$ cat config.mk
export PLATFORM = sky130hd
export DESIGN_NAME = spinner_multi
export DESIGN_NICKNAME = d
export VERILOG_FILES = /design/src/rtl/spinner_multi.sv
export SDC_FILE = /design/constraint.sdc
export NUM_CORES = 1
export LEC_CHECK = 0
export BUFFER_PORTS_ARGS = -buffer_cell sky130_fd_sc_hd__buf_4
export CAP_MARGIN = 0
export CORE_ASPECT_RATIO = 2
export CORE_UTILIZATION = 55
export DETAILED_ROUTE_END_ITERATION = 10
export PLACE_DENSITY = 0.89
export SKIP_LAST_GASP = 1
export SYNTH_ARGS = -nofsm -noshare
export SYNTH_HDL_FRONTEND = slang
export SYNTH_SLANG_ARGS = --single-unit
$ cat constraint.sdc
create_clock -name clk -period 3.9 [get_ports clk]
set_input_delay 0.78 -clock clk [delete_from_list [all_inputs] [get_ports clk]]
set_output_delay 0.78 -clock clk [all_outputs]
set_load 0.005 [all_outputs]
$ cat src/rtl/spinner_multi.sv
// rtl/spinner_multi.sv - multi-channel button/spinner angle accumulator with last-mover select
// Optional SPINNER_DELTA_EN adds per-channel rd / delta_out whole-unit movement counters.
module spinner_multi #(
    parameter int CHANNELS  = 2,
    parameter int OUT_W     = 4,
    parameter int FRAC      = 2,
    parameter int DIV_SLOW  = 8,
    parameter int STEP_FAST = 2,
    parameter int CLAMP     = 0,
    localparam int SEL_W    = (CHANNELS > 1) ? $clog2(CHANNELS) : 1
) (
    input  logic                      clk,
    input  logic                      reset,
    input  logic                      fast,
    input  logic [CHANNELS-1:0]       minus,
    input  logic [CHANNELS-1:0]       plus,
    input  logic                      strobe,
    input  logic [CHANNELS*9-1:0]     spin_in,
`ifdef SPINNER_DELTA_EN
    input  logic [CHANNELS-1:0]       rd,
    output logic [CHANNELS*8-1:0]     delta_out,
`endif
    output logic [CHANNELS*OUT_W-1:0] spin_out,
    output logic [SEL_W-1:0]          sel,
    output logic [OUT_W-1:0]          spin_sel
);
    localparam int A  = OUT_W + FRAC;
    localparam int CW = (DIV_SLOW > 1) ? $clog2(DIV_SLOW) : 1;
    // Sum is kept wide enough that acc + step + a full 8-bit delta never overflows before clamping.
    localparam int S  = A + 12;
    localparam logic signed [S-1:0] STEP_S  = S'(2 ** FRAC);
    localparam logic signed [S-1:0] STEP_F  = S'(STEP_FAST * (2 ** FRAC));
    localparam logic signed [S-1:0] SUM_MAX = S'((2 ** A) - 1);
    localparam logic [A-1:0]        ACC_MAX = A'((2 ** A) - (2 ** FRAC));
    localparam logic [CW-1:0]       CNT_TOP = CW'(DIV_SLOW - 1);

    logic [A-1:0]  acc_q [CHANNELS];
    logic [A-1:0]  acc_d [CHANNELS];
    logic [CW-1:0] cnt_q [CHANNELS];
    logic [CW-1:0] cnt_d [CHANNELS];
    logic [CHANNELS-1:0] tog_q;
    logic          strobe_q;
    logic          primed_q;
    logic [SEL_W-1:0] sel_q, sel_d;
    logic [OUT_W-1:0] spin_sel_q, spin_sel_d;
    logic          rise;

    always_comb begin
        logic signed [S-1:0] step;
        logic signed [S-1:0] spin;
        logic signed [S-1:0] sum;
        rise  = strobe & ~strobe_q;
        sel_d = sel_q;
        // Descending scan so the lowest moving channel is the last to claim sel.
        for (int c = CHANNELS - 1; c >= 0; c--) begin
            step     = '0;
            spin     = '0;
            cnt_d[c] = cnt_q[c];
            if (rise) begin
                if (plus[c] ^ minus[c]) begin
                    if (fast) begin
                        step = STEP_F;
                    end else begin
                        if (cnt_q[c] == '0) step = STEP_S;
                        cnt_d[c] = (cnt_q[c] == CNT_TOP) ? '0 : cnt_q[c] + 1'b1;
                    end
                    if (minus[c]) step = -step;
                end else begin
                    cnt_d[c] = '0;
                end
            end
            if (primed_q && (spin_in[c*9+8] != tog_q[c]))
                spin = S'($signed(spin_in[c*9 +: 8]));
            sum = $signed({{(S-A){1'b0}}, acc_q[c]}) + step + spin;
            if (CLAMP != 0) begin
                if (sum < 0)            acc_d[c] = '0;
                else if (sum > SUM_MAX) acc_d[c] = ACC_MAX;
                else                    acc_d[c] = sum[A-1:0];
            end else begin
                acc_d[c] = sum[A-1:0];
            end
            if (acc_d[c] != acc_q[c]) sel_d = SEL_W'(c);
        end
        spin_sel_d = acc_d[sel_d][A-1:FRAC];
    end

    always_ff @(posedge clk or posedge reset) begin
        if (reset) begin
            strobe_q   <= 1'b0;
            primed_q   <= 1'b0;
            tog_q      <= '0;
            sel_q      <= '0;
            spin_sel_q <= '0;
            for (int c = 0; c < CHANNELS; c++) begin
                acc_q[c] <= '0;
                cnt_q[c] <= '0;
            end
        end else begin
            strobe_q   <= strobe;
            primed_q   <= 1'b1;
            sel_q      <= sel_d;
            spin_sel_q <= spin_sel_d;
            for (int c = 0; c < CHANNELS; c++) begin
                acc_q[c] <= acc_d[c];
                cnt_q[c] <= cnt_d[c];
                tog_q[c] <= spin_in[c*9+8];
            end
        end
    end

    for (genvar g = 0; g < CHANNELS; g++) begin : g_out
        assign spin_out[g*OUT_W +: OUT_W] = acc_q[g][A-1:FRAC];
    end
    assign sel      = sel_q;
    assign spin_sel = spin_sel_q;

`ifdef SPINNER_DELTA_EN
    localparam int DW = ((OUT_W + 1 > 8) ? OUT_W + 1 : 8) + 1;
    localparam logic signed [DW-1:0] D_MAX = DW'(127);
    localparam logic signed [DW-1:0] D_MIN = -DW'(128);

    logic [7:0] delta_q [CHANNELS];
    logic [7:0] delta_d [CHANNELS];

    always_comb begin
        logic [OUT_W:0]        dclamp;
        logic [OUT_W-1:0]      dwrap;
        logic signed [DW-1:0]  mv;
        logic signed [DW-1:0]  tot;
        for (int c = 0; c < CHANNELS; c++) begin
            dclamp = {1'b0, acc_d[c][A-1:FRAC]} - {1'b0, acc_q[c][A-1:FRAC]};
            dwrap  = acc_d[c][A-1:FRAC] - acc_q[c][A-1:FRAC];
            if (CLAMP != 0) mv = $signed(dclamp);
            else            mv = $signed(dwrap);
            tot = rd[c] ? mv : $signed(delta_q[c]) + mv;
            if (tot > D_MAX)      delta_d[c] = 8'd127;
            else if (tot < D_MIN) delta_d[c] = 8'h80;
            else                  delta_d[c] = tot[7:0];
        end
    end

    always_ff @(posedge clk or posedge reset) begin
        if (reset) begin
            for (int c = 0; c < CHANNELS; c++) delta_q[c] <= '0;
        end else begin
            for (int c = 0; c < CHANNELS; c++) delta_q[c] <= delta_d[c];
        end
    end

    for (genvar g = 0; g < CHANNELS; g++) begin : g_delta
        assign delta_out[g*8 +: 8] = delta_q[g];
    end
`endif
endmodule

## Yosys cells after proc, flatten, opt, wreduce, memory -nomap -nowiden

Index checks and enable logic that the tools add are counted.

- Bits in registers: 27
- Bits in latches: 0
- Memories kept: 0
- ROM bits: 0
- Output and inout bits: 13
- RAM bits: 0
- Bits of input ports: 26
- Logic and storage cells: 64

- Multiply operators: 0
- Order comparisons: 1
- Equality and inequality tests: 8
- Mux-type cells: 27
- Add/sub/neg operators: 8
- Bitwise operators: 5
- Reduce and logical (&&, ||, !) cells: 6
- Div/mod/pow operators: 0
- Shift-type cells: 0

Operators with widths:

| kind | number |
|---|---|
| $mux W6 | 15 |
| $add A6 B6 Y6 | 4 |
| $mux W3 | 8 |
| $ne A6 B6 Y1 | 2 |
| $neg A6 Y6 | 2 |
| $mux W4 | 2 |
| $add A3 B1 Y3 const B | 2 |
| $eq A3 B3 Y1 const B | 2 |
| $logic_not A3 Y1 | 2 |
| $ne A2 B2 Y1 const B | 2 |
| $reduce_and A2 Y1 | 2 |
| $ge A2 B2 Y1 const B | 1 |
| $logic_and A1 B1 Y1 | 2 |
| $mux W1 | 2 |
| $ne A1 B1 Y1 | 2 |
| $not A1 Y2 | 1 |
| $xor A1 B1 Y1 | 2 |
| $and A1 B1 Y1 | 1 |
| $not A1 Y1 | 1 |

## Longest topological paths before layout

- Depth after elaboration: 18
- Gate-level depth with buffers: 14
- Depth with buffers taken out: 14

## Least setup slack after synthesis

Ideal clock, no wire load.

- Path type: input-to-reg
- Start: in strobe
- End: reg spin_sel_q[0], in the netlist spin_sel[0]
- Data required time: 3.775 ns
- Arrival: 3.579 ns
- Library setup time: 0.125 ns
- Setup slack: 0.196 ns
- Cell stages on the path: 14
- Path buffers: 0
- Cells stage by stage: nand2b_1 -> nor2_1 -> and2_1 -> nand2_1 -> fa_1 -> inv_1 -> fa_1 -> a21o_1 -> a21oi_1 -> xor2_1 -> xnor2_2 -> nand2b_1 -> a21oi_4 -> mux2_4

- Longest elaborated chain between the ends: 11
- Elaborated cells between the ends (all ways): 15
- Classes of those cells: add/sub: 4; eq/ne: 2; mux: 7; bitwise: 2

Ends and longest elaborated chain:

| item | line | text |
|---|---|---|
| from (decl) | 17 | `input logic strobe,` |
| $and A1 B1 Y1 (*) | 52 | `rise = strobe & ~strobe_q;` |
| $mux W6 | 59 | `if (rise) begin` |
| $add A6 B6 Y6 (2 in a row) | 74 | `sum = $signed({{(S-A){1'b0}}, acc_q[c]}) + step + spin;` |
| $ne A6 B6 Y1 | 82 | `if (acc_d[c] != acc_q[c]) sel_d = SEL_W'(c);` |
| $mux W1 | 82 |  |
| $mux W1 (*) | 82 |  |
| named net sel_d | 44 | `logic [SEL_W-1:0] sel_q, sel_d;` |
| $not A1 Y2 (not written as such) (*) | 84 | `spin_sel_d = acc_d[sel_d][A-1:FRAC];` |
| $mux W6 (not written as such) (*) (3 in a row) | 84 |  |
| named net spin_sel_d[0] | 45 | `logic [OUT_W-1:0] spin_sel_q, spin_sel_d;` |
| to (signal assigned) | 102 | `spin_sel_q <= spin_sel_d;` |
| to (decl) | 45 |  |

The timed path passes the listed nets; every way through them passes the cells marked *. The select of a mux whose other input is x is not followed.
A chain may end at the register's enable or synchronous reset.

## Final worst setup path

- Start: in minus[0]
- End: reg spin_sel_q[1], in the netlist spin_sel[1]

- Longest elaborated chain between the ends: 11
- Elaborated cells between the ends (all ways): 12
- Classes of those cells: add/sub: 2; eq/ne: 1; mux: 7; bitwise: 2

Ends and longest elaborated chain:

| item | line | text |
|---|---|---|
| from (decl) | 15 | `input logic [CHANNELS-1:0] minus,` |
| $mux W6 or $xor A1 B1 Y1 (tied branches) | 67, 60 |  |
| $mux W6 (*) | 60 | `if (plus[c] ^ minus[c]) begin` |
| $mux W6 (*) | 59 |  |
| $add A6 B6 Y6 (*) (2 in a row) | 74 |  |
| $ne A6 B6 Y1 (*) | 82 |  |
| $mux W1 (*) | 82 |  |
| named net sel_d | 44 |  |
| $not A1 Y2 (not written as such) (*) | 84 |  |
| $mux W6 (not written as such) (*) (3 in a row) | 84 |  |
| named net spin_sel_d[1] | 45 |  |

Marks and branches as above.

==> impl_metrics.ini <==
[drt]
dr.pass1.iters = 7
drc = 3
first_iter_violations = 25
vias_per_cell = 5.57
wirelength_um = 3590
wl_per_cell_um = 14.8
vias = 1349
antenna_left = 0

[yosys]
synth.top_cell.area_share = 0.352
syn_nets = 224
syn_avg_cell_area_um2 = 11.2
ys_top_cells_by_area = dfrtp_1 35%, ha_1 12%, fa_1 8.3%, xor2_1 5.9%, xnor2_1 4.6%
syn_area_um2 = 1920
syn_inst = 172
synth_top_cell_by_area = dfrtp_1
ys_seq_area_frac = 0.352
synth-seq-cells = 27
ys_warn_count = 0
synth.distinct_cells = 36

[worst_setup_path]
crit_fanout = 4
worstPathRequired_ns = 4.08
cp-end-kind = flip-flop
reg2reg_from = cnt_q[4]
start_kind = input port
reg2reg_to = spin_sel[1]
r2r_slack_ns = 0.36
reg2reg_depth = 14
cp.arrival_ns = 3.85
path_class = input port to flip-flop

[place]
place_ws_ns = 0.000304
place_inst = 238
gp_congestion = 0.812
io_buffers = 34
place_hpwl_um = 2890

[run_status]
outcome = complete, but fails checks
violations = DRC

[final_layout]
post-route-util = 0.678
areaGrowthSynthToFinish_pct = 17.9
layout-drive-gt1-share = 0.281
instances_no_fill = 242
num-nets-final = 263
final_common_cell = buf_4
nFillCells = 268
diodes = 0
mostFrequentLayoutCells = 43 x buf_4, 27 x dfrtp_1, 18 x ha_1, 15 x inv_1, 13 x xor2_1

[global_route]
grt_max_degree = 28
grt_pass1_wl_um = 6290
antenna_found_initial = 0
grt_util_all_layers = 0.225
grt_overflow = 0
grt_pass1_vias = 1437

[power_and_ir_drop]
p_leak_nw = 1.19
ir_drop_mv = 0.429
power_density_nw_per_um2 = 646
total_power_mw = 1.46

[die]
io_pins = 39
die_y_um = 85.5
dieArea_um2 = 3740
coreArea_um2 = 3340
std_cell_rows = 30
die_x_um = 43.8
start_util = 0.575

[timing]
hold_violations = 0
setup_slack_ns = 0.229
maxSlewHeadroom = 0.321
timing.final.max_slew_violations = 0
worst_slew_pin_slew_ns = 1.02
fmax_ghz = 0.272
finalCriticalPeriod_ns = 3.67
rsz0062_at_grt = false
setup-violations-final = 0
fin_setup_tns_ns = 0
clock_skew_ns = 0.00431
period_share = 0.941

[worst_hold_path]
min_from = cnt_q[5]
holdPathEnd = cnt_q[5]
hold_class = flip-flop to flip-flop
hold_depth = 1

[clock_network]
postCtsSetupRepairBufs = 0
clk_path_buf_depth = 2
ctsResizeCount = 0
root_buffer = clkbuf_8
clock_latency_ns = 0.28
h-tree-depth = 1
cts_buffers = 3
clock_sinks = 27
clk_pin_slew_ns = 0.09
cts_hold_buf = 0
cts_tree = built

[run]
maxCapViolations = 0
cells in the mapped netlist:
cell and count:
inv_1 15, conb_1 1, clkbuf_1 1, nand3_1 6, dfrtp_1 27, mux2_4 3
nor2b_4 1, nor2_1 4, xnor3_2 1, a22o_1 4, nor3_1 1, xnor2_2 1
o311a_1 1, a21o_1 3, o211a_1 1, nor2b_1 4, nor4b_1 1, mux2_2 1
or2_2 1, a22o_2 1, nand3b_1 1, a41oi_1 1, xnor2_1 10, nor4b_4 1
and2_1 2, nor2_2 1, nor4_4 1, ha_1 18, a21oi_4 1, and3_1 10
fa_1 8, buf_4 8, nand2_1 10, a21oi_1 6, xor2_1 13, nand2b_1 3
metal layers:
metal | global-route usage | vias up | part of all wire
met1 | 0.268 | 668 | 0.38
li1 | - | 644 | -
met4 | 0.0938 | 0 | 0.020
met5 | 0 | - | 0
met3 | 0.0274 | 7 | 0.030
met2 | 0.392 | 30 | 0.57
critical path: stages:
cell and delay, ns:
buf_4 0.11, xor2_1 0.17, and2_1 0.20, nand2_1 0.08
fa_1 0.51, inv_1 0.07, fa_1 0.44, buf_4 0.15
xnor2_1 0.26, xor2_1 0.19, nand3_1 0.12, nand2b_1 0.19
a21oi_4 0.23, mux2_4 0.32
power by group:
part	internal (mW)	switching, mW	total [mW]
registers	0.383	0.0912	0.474
logic	0.439	0.384	0.823
clock network	0.0735	0.0911	0.165
cell families after synthesis:
logic type / share of synthesized area
adder cells (fa/ha/maj): 0.201
flip-flops: 0.352
XOR/XNOR: 0.126
AND/OR/NAND/NOR: 0.153
other: 0.00195
AO/OA/AOI/OAI: 0.0743
multiplexers: 0.0293
buffers and inverters: 0.0626
metrics by stage:
stage,hold slack [ns],instance area [µm²]
floorplan,0.489,1920
global placement,0.514,2220
detailed placement,0.525,2220
CTS,0.547,2260
global route,0.561,2260
finish,0.541,2260
registers in the layout, summed over array words and instances (netlist names):
register,cells
tog_q,2
acc_q,4
spin_sel,4
cnt_q,6
primed_q,1
sel,1
spin_out,8
strobe_q,1
worst max path at each step:
stage,start,to,slack (ns),depth (start not counted)
CTS,minus[0],spin_sel[2],0.25,14
floorplan,strobe,spin_sel[0],0.20,14
detailed placement,minus[0],spin_sel[1],0.0003,14
finish,minus[0],spin_sel[1],0.23,14
global placement,minus[0],spin_sel[2],0.02,14
global route,strobe,spin_sel[1],0.05,15
final cells by class:
type | instances | area [µm²] | area share
Timing Repair Buffer | 43 | 323 | 0.143
Inverter | 15 | 56.3 | 0.0249
Multi-Input combinational cell | 121 | 1120 | 0.496
Clock buffer | 4 | 45.0 | 0.0199
Sequential cell | 27 | 676 | 0.299
Tap cell | 32 | 40.0 | 0.0177
No activity file was read; power rests on OpenSTA's default activity.
